## src/rtl/fcims_pkg.sv

```systemverilog
// FCIMS order controller shared definitions.
// Holds op codes, error codes, FSM states and default widths.
package fcims_pkg;

    localparam int N_ITEMS_DEF = 4;
    localparam int PRICE_W_DEF = 4;
    localparam int QTY_W_DEF   = 4;
    localparam int TOTAL_W_DEF = 8;

    localparam logic [1:0] OP_SELL       = 2'b00;
    localparam logic [1:0] OP_RESTOCK    = 2'b01;
    localparam logic [1:0] OP_SET_PRICE  = 2'b10;
    localparam logic [1:0] OP_CLOSE_BILL = 2'b11;

    localparam logic [1:0] ERR_NONE  = 2'b00;
    localparam logic [1:0] ERR_STOCK = 2'b01;
    localparam logic [1:0] ERR_OVF   = 2'b10;
    localparam logic [1:0] ERR_BILL  = 2'b11;

    typedef enum logic [2:0] {
        S_IDLE,
        S_CHECK,
        S_MULT,
        S_COMMIT,
        S_RESP
    } state_e;

endpackage

```

## src/rtl/fcims_seq_mult.sv

```systemverilog
// Sequential shift-add multiplier, one partial product per clock.
// Ports: clk, reset_n, start/a/b in; done/product out (done B_W cycles after start).
module fcims_seq_mult #(
    parameter int A_W = 4,
    parameter int B_W = 4,
    parameter int P_W = 8
) (
    input  logic           clk,
    input  logic           reset_n,
    input  logic           start,
    input  logic [A_W-1:0] a,
    input  logic [B_W-1:0] b,
    output logic           done,
    output logic [P_W-1:0] product
);

    localparam int CW = $clog2(B_W + 1);

    logic [P_W-1:0] acc_q;
    logic [P_W-1:0] mcand_q;
    logic [B_W-1:0] mplier_q;
    logic [CW-1:0]  cnt_q;
    logic           busy_q;

    // The start edge already folds in bit 0, so B_W edges cover all bits.
    always_ff @(posedge clk or negedge reset_n) begin
        if (!reset_n) begin
            acc_q    <= '0;
            mcand_q  <= '0;
            mplier_q <= '0;
            cnt_q    <= '0;
            busy_q   <= 1'b0;
        end else if (start) begin
            acc_q    <= b[0] ? P_W'(a) : '0;
            mcand_q  <= P_W'(a) << 1;
            mplier_q <= b >> 1;
            cnt_q    <= CW'(B_W - 1);
            busy_q   <= 1'b1;
        end else if (busy_q) begin
            if (cnt_q != '0) begin
                acc_q    <= acc_q + (mplier_q[0] ? mcand_q : '0);
                mcand_q  <= mcand_q << 1;
                mplier_q <= mplier_q >> 1;
                cnt_q    <= cnt_q - 1'b1;
            end else begin
                busy_q <= 1'b0;
            end
        end
    end

    assign done    = busy_q && (cnt_q == '0);
    assign product = acc_q;

endmodule

```

## src/rtl/fcims_order_ctrl.sv

```systemverilog
// Order-entry controller: price/stock tables, bill register and order FSM.
// Ports: req_* handshake in, rsp_* strobe/status out, line_price/stock_out/bill_total out.
module fcims_order_ctrl
    import fcims_pkg::*;
#(
    parameter int N_ITEMS = N_ITEMS_DEF,
    parameter int PRICE_W = PRICE_W_DEF,
    parameter int QTY_W   = QTY_W_DEF,
    parameter int TOTAL_W = TOTAL_W_DEF,
    localparam int IW     = (N_ITEMS > 1) ? $clog2(N_ITEMS) : 1
) (
    input  logic               clk,
    input  logic               reset_n,
    input  logic               req_valid,
    output logic               req_ready,
    input  logic [1:0]         req_op,
    input  logic [IW-1:0]      req_item,
    input  logic [QTY_W-1:0]   req_data,
    output logic               rsp_valid,
    output logic               rsp_ok,
    output logic [1:0]         rsp_err,
    output logic [TOTAL_W-1:0] line_price,
    output logic [QTY_W-1:0]   stock_out,
    output logic [TOTAL_W-1:0] bill_total
);

    state_e              state_q;
    logic [1:0]          op_q;
    logic [IW-1:0]       item_q;
    logic [QTY_W-1:0]    data_q;
    logic [PRICE_W-1:0]  price_q [N_ITEMS];
    logic [QTY_W-1:0]    stock_q [N_ITEMS];
    logic [TOTAL_W-1:0]  bill_q;
    logic [TOTAL_W-1:0]  line_q;
    logic [QTY_W-1:0]    stock_out_q;
    logic                ok_q;
    logic [1:0]          err_q;
    logic                rsp_valid_q;
    logic                ready_q;

    logic [QTY_W-1:0]    cur_stock;
    logic [PRICE_W-1:0]  cur_price;
    logic [QTY_W:0]      restock_sum;
    logic [TOTAL_W:0]    bill_sum;
    logic [QTY_W-1:0]    stock_left;
    logic                sell_short;
    logic                mult_start;
    logic                mult_done;
    logic [TOTAL_W-1:0]  product;

    assign cur_stock   = stock_q[item_q];
    assign cur_price   = price_q[item_q];
    // Guard bits catch overflow before anything is committed.
    assign restock_sum = {1'b0, cur_stock} + {1'b0, data_q};
    assign bill_sum    = {1'b0, bill_q} + {1'b0, product};
    assign sell_short  = data_q > cur_stock;
    assign stock_left  = cur_stock - data_q;
    assign mult_start  = (state_q == S_CHECK) && (op_q == OP_SELL) && !sell_short;

    fcims_seq_mult #(
        .A_W (PRICE_W),
        .B_W (QTY_W),
        .P_W (TOTAL_W)
    ) u_mult (
        .clk     (clk),
        .reset_n (reset_n),
        .start   (mult_start),
        .a       (cur_price),
        .b       (data_q),
        .done    (mult_done),
        .product (product)
    );

    always_ff @(posedge clk or negedge reset_n) begin
        if (!reset_n) begin
            state_q     <= S_IDLE;
            op_q        <= '0;
            item_q      <= '0;
            data_q      <= '0;
            bill_q      <= '0;
            line_q      <= '0;
            stock_out_q <= '0;
            ok_q        <= 1'b0;
            err_q       <= ERR_NONE;
            rsp_valid_q <= 1'b0;
            ready_q     <= 1'b0;
            for (int i = 0; i < N_ITEMS; i++) begin
                price_q[i] <= '0;
                stock_q[i] <= '0;
            end
        end else begin
            rsp_valid_q <= 1'b0;
            unique case (state_q)
                S_IDLE: begin
                    ready_q <= 1'b1;
                    if (req_valid && ready_q) begin
                        op_q    <= req_op;
                        item_q  <= req_item;
                        data_q  <= req_data;
                        ready_q <= 1'b0;
                        state_q <= S_CHECK;
                    end
                end
                S_CHECK: begin
                    if (op_q == OP_SELL && sell_short) begin
                        ok_q        <= 1'b0;
                        err_q       <= ERR_STOCK;
                        line_q      <= '0;
                        stock_out_q <= cur_stock;
                        rsp_valid_q <= 1'b1;
                        state_q     <= S_RESP;
                    end else if (op_q == OP_RESTOCK && restock_sum[QTY_W]) begin
                        ok_q        <= 1'b0;
                        err_q       <= ERR_OVF;
                        line_q      <= '0;
                        stock_out_q <= cur_stock;
                        rsp_valid_q <= 1'b1;
                        state_q     <= S_RESP;
                    end else if (op_q == OP_SELL) begin
                        state_q <= S_MULT;
                    end else begin
                        state_q <= S_COMMIT;
                    end
                end
                S_MULT: begin
                    if (mult_done) begin
                        state_q <= S_COMMIT;
                    end
                end
                S_COMMIT: begin
                    rsp_valid_q <= 1'b1;
                    state_q     <= S_RESP;
                    unique case (op_q)
                        OP_SELL: begin
                            line_q <= product;
                            if (bill_sum[TOTAL_W]) begin
                                ok_q        <= 1'b0;
                                err_q       <= ERR_BILL;
                                stock_out_q <= cur_stock;
                            end else begin
                                ok_q            <= 1'b1;
                                err_q           <= ERR_NONE;
                                stock_q[item_q] <= stock_left;
                                stock_out_q     <= stock_left;
                                bill_q          <= bill_sum[TOTAL_W-1:0];
                            end
                        end
                        OP_RESTOCK: begin
                            ok_q            <= 1'b1;
                            err_q           <= ERR_NONE;
                            line_q          <= '0;
                            stock_q[item_q] <= restock_sum[QTY_W-1:0];
                            stock_out_q     <= restock_sum[QTY_W-1:0];
                        end
                        OP_SET_PRICE: begin
                            ok_q            <= 1'b1;
                            err_q           <= ERR_NONE;
                            line_q          <= '0;
                            price_q[item_q] <= PRICE_W'(data_q);
                            stock_out_q     <= cur_stock;
                        end
                        OP_CLOSE_BILL: begin
                            ok_q        <= 1'b1;
                            err_q       <= ERR_NONE;
                            line_q      <= bill_q;
                            bill_q      <= '0;
                            stock_out_q <= cur_stock;
                        end
                    endcase
                end
                S_RESP: begin
                    ready_q <= 1'b1;
                    state_q <= S_IDLE;
                end
                default: begin
                    state_q <= S_IDLE;
                end
            endcase
        end
    end

    assign req_ready  = ready_q;
    assign rsp_valid  = rsp_valid_q;
    assign rsp_ok     = ok_q;
    assign rsp_err    = err_q;
    assign line_price = line_q;
    assign stock_out  = stock_out_q;
    assign bill_total = bill_q;

endmodule
```

## config.mk

```make
export PLATFORM = sky130hd
export DESIGN_NAME = fcims_order_ctrl
export DESIGN_NICKNAME = d
export VERILOG_FILES = /design/src/rtl/fcims_pkg.sv /design/src/rtl/fcims_seq_mult.sv /design/src/rtl/fcims_order_ctrl.sv
export SDC_FILE = /design/constraint.sdc
export NUM_CORES = 1
export LEC_CHECK = 0
export CAP_MARGIN = 20
export CORE_MARGIN = 3
export CORE_UTILIZATION = 45
export DETAILED_ROUTE_END_ITERATION = 10
export PLACE_DENSITY = 0.6
export RECOVER_POWER = 50
export SYNTH_ARGS = -nofsm -noshare
export SYNTH_HDL_FRONTEND = slang
export SYNTH_SLANG_ARGS = --single-unit
```

## constraint.sdc

```tcl
create_clock -name clk -period 6.6 [get_ports clk]
set_input_delay 0.66 -clock clk [delete_from_list [all_inputs] [get_ports clk]]
set_output_delay 0.66 -clock clk [all_outputs]
set_load 0.1 [all_outputs]
```

== Word level (Yosys, flattened, before mapping) ==
Cells that the tools add are included.
Word-level totals
  register bits after elaboration: 92
  bits in latches: 0
  RAM bits: 0
  bits in read-only memories: 0
  input port bits: 11
  output and inout bits: 25
  logic and storage cells: 134
  memories kept: 0
Cells by class
  add/sub/neg operators: 5
  $mul: 0
  divide/modulo/power cells: 0
  order comparisons: 3
  eq/ne operators: 11
  shift-type cells: 0
  mux-type cells: 62
  bitwise gates (word level): 1
  reduce and logical (&&, ||, !) cells: 28
Operator list (number)
  two-way mux 8 bit: 10
  bitwise mux 16 bit: 3
  two-way mux 4 bit: 12
  case mux 16 bit (2 select lines): 1
  case mux 8 bit (2 select lines): 2
  case mux 8 bit (3 select lines): 1
  two-way mux 3 bit: 7
  binary-select mux 4 bit (select 2 bit): 2
  two-way mux 16 bit: 1
  case mux 3 bit (4 select lines): 1
  case mux 4 bit (3 select lines): 1
  nonzero test 2 bit: 6
  two-way mux 1 bit: 10
  AND reduction 2 bit: 5
  adder 8 x 8 -> 9 bit: 1
  adder 8 bit: 1
  demux 4 bit (select 2 bit): 1
  case mux 1 bit (2 select lines): 4
  case mux 2 bit (2 select lines): 2
  case mux 4 bit (2 select lines): 1
  logical AND 1 bit: 7
  equality test 3 x 2 -> 1 bit, second input constant: 2
  logical NOT 3 bit: 2
  two-way mux 2 bit: 3
  other kinds (19): 24

== Longest topological paths before layout ==
Gate-level depths: netlist of run 1.
  depth in word-level cells: 9
  gate-level depth with buffers: 13
  mapped depth without buffers: 11

== Hierarchy ==
From an unflattened synthesis of run 1, not the netlist that was laid out.
Second synthesis, totals
  cell total of the unflattened synthesis: 460
  area, all modules: 4897.2 µm²
Modules (own cells, without submodules)
  fcims_order_ctrl: times used 1, cells each 330, area each 3637.2 µm², sequential area each 1701.6 µm²
  fcims_seq_mult: times used 1, cells each 130, area each 1260.0 µm², sequential area each 550.5 µm²

== Worst setup path after synthesis of run 1 ==
OpenSTA, ideal clock, no wires.
  kind: reg-to-reg
  start point: register item_q[1]
  end point: register line_q[4], in the netlist line_price[4]
  library setup time: 0.128 ns
  arrival time: 3.110 ns
  required time: 6.472 ns
  setup slack: 3.362 ns
  cell stages (with the launch flop): 14
  buffers on the path: 2
  clock period less this slack: 3.238 ns
  cell sequence: dfrtp_1 clkbuf_1 mux4_2 inv_1 ha_1 inv_1 fa_1 a21o_1 a21o_1 a221oi_1 o21ai_1 clkbuf_1 a222oi_1 inv_1
On the way
  cells in the longest elaborated chain, start to end: 8
  elaborated cells on any way between the ends: 12
  classes of those cells: 1 x add/sub; 1 x order compare; 1 x eq/ne; 5 x mux; 1 x bitwise; 3 x reduce/logical
Ends and longest elaborated chain
  start: declaration: RTL line fcims_order_ctrl.sv:29  | logic [IW-1:0] item_q;
  start signal: assignment: RTL line fcims_order_ctrl.sv:98  | item_q <= req_item;
  NOT 2 -> 3 bit (not written as such) (*): RTL line fcims_order_ctrl.sv:51  | assign cur_stock = stock_q[item_q];
  binary-select mux 4 bit (select 2 bit) (*): RTL line fcims_order_ctrl.sv:51
  two-way mux 4 bit (not written as such) (*) (2 in series): RTL line fcims_order_ctrl.sv:51
  adder 4 x 4 -> 5 bit / greater-than comparator 4 bit (equally long branches): RTL line fcims_order_ctrl.sv:54, fcims_order_ctrl.sv:56
  logical AND 1 bit, on equally long branches: RTL line fcims_order_ctrl.sv:112, fcims_order_ctrl.sv:105
  != test 3 x 1 -> 1 bit (no source line) / two-way mux 8 bit (equally long branches)
  AND reduction 2 bit (no source line) / case mux 8 bit (2 select lines) (equally long branches)
  end signal: assignment: RTL line fcims_order_ctrl.sv:135  | line_q <= product;
  end signal: assignment: RTL line fcims_order_ctrl.sv:165  | line_q <= bill_q;
  end: declaration: RTL line fcims_order_ctrl.sv:34  | logic [TOTAL_W-1:0] line_q;
Mark *: on every way between the ends. The rest lies on a longest branch, timed or not. The select of a mux whose other input is x is not followed.
A chain may end at the register's enable or synchronous reset.

== Final worst setup path of run 1 ==
  start point: register item_q[0]
  end point: register line_q[0], in the netlist line_price[0]
The elaborated chain is that of the path after synthesis.

==> results of run 1 <==
## how the worst max path moves through the flow
stage	start	cells after the start	to	slack, ns
after floorplan	item_q[1]	13	line_price[4]	3.36
after global placement	item_q[0]	12	line_price[1]	2.99
after detailed placement	item_q[0]	12	line_price[1]	2.89
after CTS	item_q[0]	12	line_price[1]	2.87
after global routing	item_q[0]	12	line_price[1]	2.50
final	item_q[0]	12	line_price[0]	2.92
## stage by stage
step / utilization / area [um^2] / setup WS, ns
global route: 0.534 / 5560 / 2.50
finish: 0.534 / 5560 / 2.92
global placement: 0.514 / 5350 / 2.99
CTS: 0.535 / 5580 / 2.87
floorplan: - / 4860 / 3.36
detailed placement: 0.514 / 5350 / 2.89
## layer usage
metal | track usage | vias up | routed length (um)
li1 | - | 1697 | -
met1 | 0.260 | 1744 | 4980
met2 | 0.331 | 46 | 5260
met3 | 0.0317 | 10 | 271
met4 | 0.0516 | 0 | 129
met5 | 0 | - | 0
## power by group through the flow
| stage | Clock, uW | Sequential [uW] | Combinational, uW |
|---|---|---|---|
| final | 424 | 927 | 1280 |
| after CTS | 440 | 931 | 1290 |
| after floorplan | 0 | 1090 | 800 |
| after global routing | 457 | 964 | 1420 |
| after detailed placement | 0 | 943 | 1290 |
| after global placement | 0 | 935 | 1270 |
## state kept, by name, indices dropped and copies added (netlist names), 2 cells and up
register         flops
u_mult.product       8
state_q              3
stock_q             16
line_price           8
op_q                 2
u_mult.mplier_q      3
rsp_err              2
price_q             16
item_q               2
bill_total           8
u_mult.cnt_q         3
stock_out            4
data_q               4
u_mult.mcand_q       7
## Yosys cell counts, types with 2 or more instances
| cell | number |
|---|---|
| nand2_1 | 61 |
| a21o_1 | 7 |
| or3b_4 | 2 |
| mux4_2 | 8 |
| nor2b_1 | 2 |
| fa_1 | 4 |
| buf_2 | 2 |
| nor3_1 | 5 |
| o21ai_0 | 26 |
| mux2_4 | 8 |
| clkbuf_1 | 16 |
| nor2_1 | 29 |
| nand3_1 | 19 |
| o21ai_1 | 2 |
| a221oi_1 | 2 |
| and2_1 | 10 |
| nor3b_1 | 2 |
| inv_1 | 22 |
| dfrtp_1 | 90 |
| and3_1 | 2 |
| a21oi_1 | 24 |
| nor4_1 | 3 |
| and3_2 | 2 |
| or3_1 | 4 |
| ha_1 | 25 |
| xnor2_1 | 4 |
| nand2b_1 | 10 |
| a222oi_1 | 6 |
| o211ai_1 | 2 |
| mux2_2 | 26 |
| o31ai_1 | 3 |
| mux2i_1 | 4 |
| a31oi_1 | 7 |
| xor2_1 | 7 |
## worst reg2reg max path, delay by kind of cell (launching register included)
family | cells | cell delay [ns]
adder cells (fa/ha/maj) | 2 | 0.55
buffers and inverters | 4 | 0.40
AO/OA/AOI/OAI | 5 | 1.18
flip-flops | 1 | 0.80
multiplexers | 1 | 0.62
## layout make-up
cell class,instances,area [um^2],share of cell area
clock buffer,9,124,0.0223
clock inverter,7,98.8,0.0178
inverter,22,82.6,0.0148
multi-input combinational,333,2460,0.443
sequential,90,2250,0.405
tap,136,170,0.0306
timing repair buffer,39,370,0.0666
## kinds of logic after synthesis
| family | synth area share |
|---|---|
| flops | 0.463 |
| simple gates | 0.152 |
| fa+ha+maj | 0.0808 |
| xor+xnor | 0.0198 |
| buf+inv | 0.0314 |
| compound gates | 0.123 |
| mux | 0.130 |
==> flow_summary.json, run 1 <==
{
  "outcome": "complete, but fails checks",
  "violations": "max-capacitance violations, max-slew violations",
  "ctsRootBufferMaster": "clkbuf_8",
  "clk_path_buf_depth": 2,
  "avgRoutedWirePerCell_um": 16.7,
  "core_mm2": 0.0104,
  "seqPwrFrac": 0.352,
  "cts_resized": 0,
  "synthCells": 463,
  "netlist_area_mm2": 0.00486,
  "worst_slew_pin_slew_ns": 1.99,
  "clk-insertion-delay-late_ns": 0.35,
  "finalNonFillerCells": 636,
  "placementRows": 37,
  "start_util": 0.467,
  "path_buf_inv": 4,
  "p_total_uw": 2630,
  "antenna_found_initial": 0,
  "synth_ff_type": "dfrtp_1",
  "grt_overflow": 0,
  "leakage_uw": 0.00265,
  "hold_violations": 0,
  "critPathKind": "reg -> reg",
  "p_switching_uw": 1180,
  "hold-path-cell-count": 1,
  "cp_cell_sequence": "mux4_2 -> inv_1 -> ha_1 -> inv_1 -> fa_1 -> a21o_1 -> a21o_1 -> a221oi_1 -> o21ai_1 -> buf_4 -> a222oi_1 -> inv_1",
  "r2r_start": "item_q[0]",
  "maxCapViolations": 1,
  "numCtsBuffers": 9,
  "clkTransAtPathRegs_ns": 0.09,
  "hold_buffers": 0,
  "worstHoldPathType": "reg -> reg",
  "drive_gt1_frac": 0.148,
  "setup_viol": 0,
  "p_per_area_mw_per_mm2": 474,
  "clock_skew_ns": 0.0106,
  "drv_slew": 38,
  "slew_headroom": -0.327,
  "clock-sinks": 90,
  "cp-start-kind": "flip-flop",
  "worst_path_max_delay_cell": "dfrtp_1",
  "port_buffers": 35,
  "top_level_ports": 36,
  "ant_nets": 0,
  "grt_usage": 0.196,
  "r2r_setup_slack_ns": 2.92,
  "viasPerCell": 5.50,
  "avgSynthCellArea_um2": 10.5,
  "die_area_mm2": 0.0121,
  "min_period_over_period": 0.557,
  "p_int_uw": 1450,
  "grt_pass1_vias": 3562,
  "reg2reg_to": "line_price[0]",
  "die_w_um": 110,
  "cp_max_fo": 22,
  "cpMostUsedCell": "inv_1",
  "synthDominantCellAreaShare": 0.463,
  "cp.required_ns": 6.84,
  "dpl.hpwl_mm": 7.79,
  "ys_types": 51,
  "num_antenna_cells": 0,
  "yosys-top-cells-area": "dfrtp_1 46%, ha_1 6.4%, mux2_2 6.0%",
  "fin_nets": 535,
  "die_h_um": 110,
  "grt_setup_unrepaired": "no",
  "p_sw_frac": 0.450,
  "drt_pass1_iterations": 4,
  "async_reset_ff_frac": 1.00,
  "cts-htree-levels": 3,
  "drt_wl_total_mm": 10.6,
  "grt_pass1_wl_mm": 18.2,
  "final_cell_mix": "90 x dfrtp_1, 61 x nand2_1, 33 x clkdlybuf4s50_1",
  "nFillCells": 942,
  "ys_ff_latch": 90,
  "slowest_delay_ns": 0.80,
  "synth_edf_count": 0,
  "hold_end": "rsp_ok",
  "end_kind": "flip-flop",
  "cp.arrival_ns": 3.92,
  "grt_max_degree": 55,
  "drc": 0,
  "layout.cells.most_common": "dfrtp_1",
  "crit_family": "compound AO/OA/AOI/OAI gates",
  "dr.first_iter.drc_count": 158,
  "peakVddDrop_v": 0.000275,
  "fmax_ghz": 0.272,
  "synth_area_leader_cell": "dfrtp_1",
  "syn_nets": 503,
  "post-cts-setup-buffers": 0,
  "ys.warnings.count": 0,
  "clock_power_share": 0.161,
  "post-route-min-period_ns": 3.68,
  "rr_worst_depth": 12,
  "ys_seq_area_frac": 0.463,
  "place.gp.congestion": 0.807,
  "setup_tns_ns": 0,
  "dp_cells": 620,
  "syn2layout_area_growth_pct": 14.4,
  "whs_ns": 0.488,
  "cts_tree": "done",
  "combPwrFrac": 0.487,
  "vias": 3497,
  "hp-start": "rsp_ok"
}
(Power assumes the default switching activity.)
==> run 2: changes to the inputs <==
Settings changed: PLACE_DENSITY 0.6 to 0.62.
Clock period 6.6 ns to 3.3 ns, I/O delays scaled along.
==> run 2 against run 1 <==
Compared with the run above:
- the flow now finishes without violations
- largest cell class unchanged
- total power is 99% higher
- global-route usage decreased by 0.17 points
- largest power group unchanged
- critical endpoint unchanged
- sequential share of layout area fell by 0.36 points
- cell count up 1.4%
- sequential power up 95%
- routed wire length barely moved
- combinational power rose by 110%
- design area is 0.94% higher
- core utilization is 0.50 points higher
- non-clock buffer count increased by 9
==> flow_summary.json, run 2 (same netlist as run 1, synthesis figures left out) <==
{
  "die_h_um": 110,
  "viasPerCell": 5.50,
  "syn2layout_area_growth_pct": 15.5,
  "p_switching_uw": 2400,
  "wl_met1_mm": 4.77,
  "ctsRootBufferMaster": "clkbuf_8",
  "setup_viol": 0,
  "end_kind": "flip-flop",
  "ant_nets": 0,
  "p_total_uw": 5240,
  "wl_met2_mm": 5.40,
  "clkTransAtPathRegs_ns": 0.09,
  "antenna_found_initial": 0,
  "dpl.hpwl_mm": 7.91,
  "grt_overflow": 0,
  "setup_tns_ns": 0,
  "pre_cts_slack_ns": 0.0471,
  "grt_pass1_vias": 3598,
  "path_buf_inv": 3,
  "num_antenna_cells": 0,
  "grt_setup_unrepaired": "no",
  "maxCapViolations": 0,
  "worstHoldPathType": "reg -> reg",
  "cp_max_fo": 7,
  "cts_tree": "done",
  "clock_power_share": 0.134,
  "start_util": 0.467,
  "layout.cells.most_common": "dfrtp_1",
  "post-route-min-period_ns": 3.06,
  "seqPwrFrac": 0.346,
  "combPwrFrac": 0.521,
  "clock-sinks": 90,
  "cpMostUsedCell": "inv_1",
  "finalNonFillerCells": 645,
  "drt_pass1_iterations": 4,
  "clk-insertion-delay-late_ns": 0.36,
  "final_cell_mix": "89 x dfrtp_1, 61 x nand2_1, 33 x clkdlybuf4s50_1",
  "p_sw_frac": 0.458,
  "multiInputGateArea_mm2": 0.00249,
  "numCtsBuffers": 9,
  "min_period_over_period": 0.928,
  "slew_headroom": 0.197,
  "drv_slew": 0,
  "post-cts-setup-buffers": 0,
  "peakVddDrop_v": 0.000477,
  "cp_cell_sequence": "mux4_2 -> inv_1 -> ha_1 -> inv_1 -> fa_1 -> a21o_1 -> a21o_1 -> a221oi_4 -> o21ai_4 -> a222oi_1 -> inv_1",
  "cp-start-kind": "flip-flop",
  "cp.required_ns": 3.53,
  "hold_violations": 0,
  "core_mm2": 0.0104,
  "slowest_delay_ns": 0.54,
  "top_level_ports": 36,
  "dp_cells": 627,
  "cts-htree-levels": 3,
  "drc": 0,
  "fmax_ghz": 0.327,
  "drt_wl_total_mm": 10.6,
  "placementRows": 37,
  "wl_met3_um": 325,
  "p_per_area_mw_per_mm2": 933,
  "critPathKind": "reg -> reg",
  "avgRoutedWirePerCell_um": 16.5,
  "dr.first_iter.drc_count": 200,
  "die_area_mm2": 0.0121,
  "grt_usage": 0.194,
  "crit_family": "compound AO/OA/AOI/OAI gates",
  "die_w_um": 110,
  "cp.arrival_ns": 3.30,
  "nFillCells": 975,
  "drive_gt1_frac": 0.163,
  "grt_max_degree": 50,
  "grt_pass1_wl_mm": 18.2,
  "port_buffers": 35,
  "p_int_uw": 2840,
  "fin_nets": 544,
  "worst_slack_ns": 0.238,
  "vias": 3549,
  "clk_path_buf_depth": 2,
  "clock_skew_ns": 0.0126,
  "worst_slew_pin_slew_ns": 1.20,
  "worst_path_max_delay_cell": "mux4_2",
  "seqCellArea_mm2": 0.00225,
  "place.gp.congestion": 0.793,
  "outcome": "finished clean",
  "highest_layer": "met4",
  "largestRegisters": "price_q (16), stock_q (16)",
  "leakage_uw": 0.00267
}
[run 2: cell types whose count changed in the layout (fill, tap and decap cells not counted), sizes merged]
cell	previous run	this run
buf	3	9
clkbuf	11	16
inv	25	22
bufinv	2	0
clkinv	1	3
dlygate4sd3	1	2
[run 2: timing repair]
action,CTS,global route
endpoints found under the hold margin,1,0
pin swaps,0,2
gates resized for setup,1,4
hold buffers,1,0
setup endpoints to repair,1,15
gates cloned,0,0
[run 2: path summary, 6_finish.rpt]
check	endpoint	cells after the start	slack (ns)	start
setup reg to reg	line_price[0]	11	0.24	item_q[0]
hold reg to reg	rsp_ok	1	0.49	rsp_ok
min in group asynchronous	line_price[7]	2	0.75	reset_n
setup / recovery	line_price[0]	11	0.24	item_q[0]
hold / removal	rsp_ok	1	0.49	rsp_ok
max in group asynchronous	item_q[0]	3	0.84	reset_n
[run 2: power by group through the flow]
stage                     sequential [uW]  clock [uW]  combinational [uW]
final                                1810         701                2730
after global routing                 1860         779                3000
after CTS                            1810         729                2710
after detailed placement             1830           0                2690
after global placement               1810           0                2640
after floorplan                      2190           0                1600
[run 2: per-stage QoR]
| stage | hold slack, ns | util | area (um^2) |
|---|---|---|---|
| 2_1_floorplan | 0.0344 | - | 4860 |
| 3_3_place_gp | 0.397 | 0.519 | 5410 |
| 3_5_place_dp | 0.396 | 0.519 | 5410 |
| 4_1_cts | 0.489 | 0.538 | 5600 |
| 5_1_grt | 0.514 | 0.539 | 5610 |
| 6_report | 0.486 | 0.539 | 5610 |
[run 2: layer usage]
| layer | global-route usage | vias up |
|---|---|---|
| met4 | 0.0597 | 0 |
| li1 | - | 1710 |
| met1 | 0.254 | 1768 |
| met3 | 0.0341 | 13 |
| met2 | 0.327 | 58 |
| met5 | 0 | - |
[run 2: final cells by class]
| class | count | area share |
|---|---|---|
| multi-input combinational | 333 | 0.444 |
| sequential | 90 | 0.401 |
| timing repair buffer | 48 | 0.0773 |
| tap | 136 | 0.0303 |
| clock buffer | 12 | 0.0276 |
| inverter | 22 | 0.0147 |
| clock inverter | 4 | 0.00468 |
==> run 3: changes to the inputs <==
Settings changed: CORE_MARGIN 3 to 2.
==> run 3 against run 2 <==
Compared with the run above:
- critical path type unchanged
- the run now ends with max-capacitance violations, max-slew violations left
- highest routed layer unchanged
- sequential power barely moved
- worst hold slack got worse by 0.065 ns
- largest cell class unchanged
- cell count fell by 0.31%
==> flow_summary.json, run 3 (same netlist as run 1, synthesis figures left out) <==
{
  "peakVddDrop_v": 0.000517,
  "finalNonFillerCells": 643,
  "cts-htree-levels": 3,
  "drt_pass1_iterations": 4,
  "end_kind": "flip-flop",
  "core_mm2": 0.0104,
  "grt_use_met2": 0.325,
  "drc": 0,
  "maxCapViolations": 1,
  "busiest_layer": "met2",
  "grt_util_met3": 0.0362,
  "dp_cells": 626,
  "grt_pass1_vias": 3502,
  "clock-sinks": 90,
  "cp-start-kind": "flip-flop",
  "leakage_uw": 0.00269,
  "path_buf_inv": 3,
  "die_h_um": 108,
  "cp_cell_sequence": "mux4_2 -> inv_1 -> ha_1 -> inv_1 -> fa_1 -> a21o_1 -> a21o_1 -> a221oi_2 -> o21ai_4 -> a222oi_1 -> inv_1",
  "outcome": "complete, but fails checks",
  "drive_gt1_frac": 0.164,
  "fin_area_mm2": 0.00565,
  "clkTransAtPathRegs_ns": 0.09,
  "slowest_delay_ns": 0.55,
  "layout.cells.most_common": "dfrtp_1",
  "ctsRootBufferMaster": "clkbuf_8",
  "dr.first_iter.drc_count": 232,
  "die_w_um": 108,
  "slew_headroom": -0.187,
  "worst_slew_pin_slew_ns": 1.78,
  "viasPerCell": 5.55,
  "clk-insertion-delay-late_ns": 0.36,
  "drt_wl_total_mm": 10.6,
  "fin_nets": 542,
  "cp_max_fo": 8,
  "die_area_mm2": 0.0117,
  "ant_nets": 0,
  "cts_tree": "done",
  "p_per_area_mw_per_mm2": 963,
  "hold_buffers": 0,
  "cp.arrival_ns": 3.36,
  "grt_usage": 0.198,
  "reg2reg_to": "line_price[4]",
  "drv_slew": 73,
  "crit_family": "compound AO/OA/AOI/OAI gates",
  "placed_area_mm2": 0.00540,
  "largestRegisters": "price_q (16), stock_q (16)",
  "place.gp.congestion": 0.815,
  "antenna_found_initial": 0,
  "cpMostUsedCell": "inv_1",
  "clk_path_buf_depth": 2,
  "vias": 3566,
  "p_total_uw": 5440,
  "worstHoldPathType": "in -> async",
  "dpl.hpwl_mm": 7.69,
  "violations": "max-capacitance violations, max-slew violations",
  "min_period_over_period": 0.943,
  "placementRows": 37,
  "clock_skew_ns": 0.0136,
  "top_level_ports": 36,
  "grt_overflow": 0,
  "worst_path_max_delay_cell": "mux4_2",
  "grt_pass1_wl_mm": 17.8,
  "num_antenna_cells": 0,
  "fmax_ghz": 0.321,
  "post-cts-setup-buffers": 0,
  "grt_use_met1": 0.263,
  "critPathKind": "reg -> reg",
  "numCtsBuffers": 9,
  "rr_worst_depth": 11,
  "r2r_setup_slack_ns": 0.19,
  "final_cell_mix": "89 x dfrtp_1, 61 x nand2_1, 34 x clkdlybuf4s50_1",
  "avgRoutedWirePerCell_um": 16.5,
  "r2r_start": "item_q[0]",
  "setup_tns_ns": 0,
  "setup_viol": 0,
  "post-route-min-period_ns": 3.11,
  "cts_resized": 1,
  "start_util": 0.467,
  "syn2layout_area_growth_pct": 16.2,
  "grt_max_degree": 73,
  "hold_violations": 0,
  "cp.required_ns": 3.55,
  "post-route-util": 0.542,
  "port_buffers": 35
}
## run 3: cell types whose count changed in the layout (fill, tap and decap cells not counted), sizes merged
cell / before / now
buf: 9 / 8
bufinv: 0 / 3
clkbuf: 16 / 13
clkdlybuf4s50: 33 / 34
clkinv: 3 / 1
clkinvlp: 1 / 0
dlygate4sd3: 2 / 0
inv: 22 / 25
## run 3: per-stage QoR
step | hold WS (ns) | worst slack [ns]
after floorplan | 0.0344 | 0.0618
after global placement | 0.462 | 0.119
after detailed placement | 0.466 | 0.0245
after CTS | 0.119 | 0.0285
after global routing | 0.507 | -0.0144
final | 0.422 | 0.187
## run 3: cell type report
| type | instances | area, um^2 |
|---|---|---|
| clock buffers | 9 | 124 |
| clock inverters | 7 | 121 |
| fillers | 956 | 4770 |
| inverters | 22 | 82.6 |
| multi-input cells | 333 | 2480 |
| flip-flops and latches | 90 | 2250 |
| well taps | 136 | 170 |
| repair buffers | 46 | 417 |
## run 3: power breakdown
part,internal [uW],switching (uW),total [uW]
logic,1050,1660,2710
clock network,510,419,929
registers,1460,346,1810
## run 3: how the worst max path moves through the flow
stage,from,to,slack (ns),depth (start not counted)
after floorplan,item_q[1],line_price[4],0.06,13
after global placement,item_q[0],rsp_err[1],0.12,11
after CTS,item_q[0],u_mult.product[3],0.03,7
final,item_q[0],line_price[4],0.19,11
after global routing,item_q[0],rsp_err[1],-0.01,11
after detailed placement,item_q[0],line_price[4],0.02,11
## run 3: layer usage
layer,routed length (um),part of all wire
met5,0,0
met2,5150,0.48
met4,241,0.023
met1,4900,0.46
met3,339,0.032
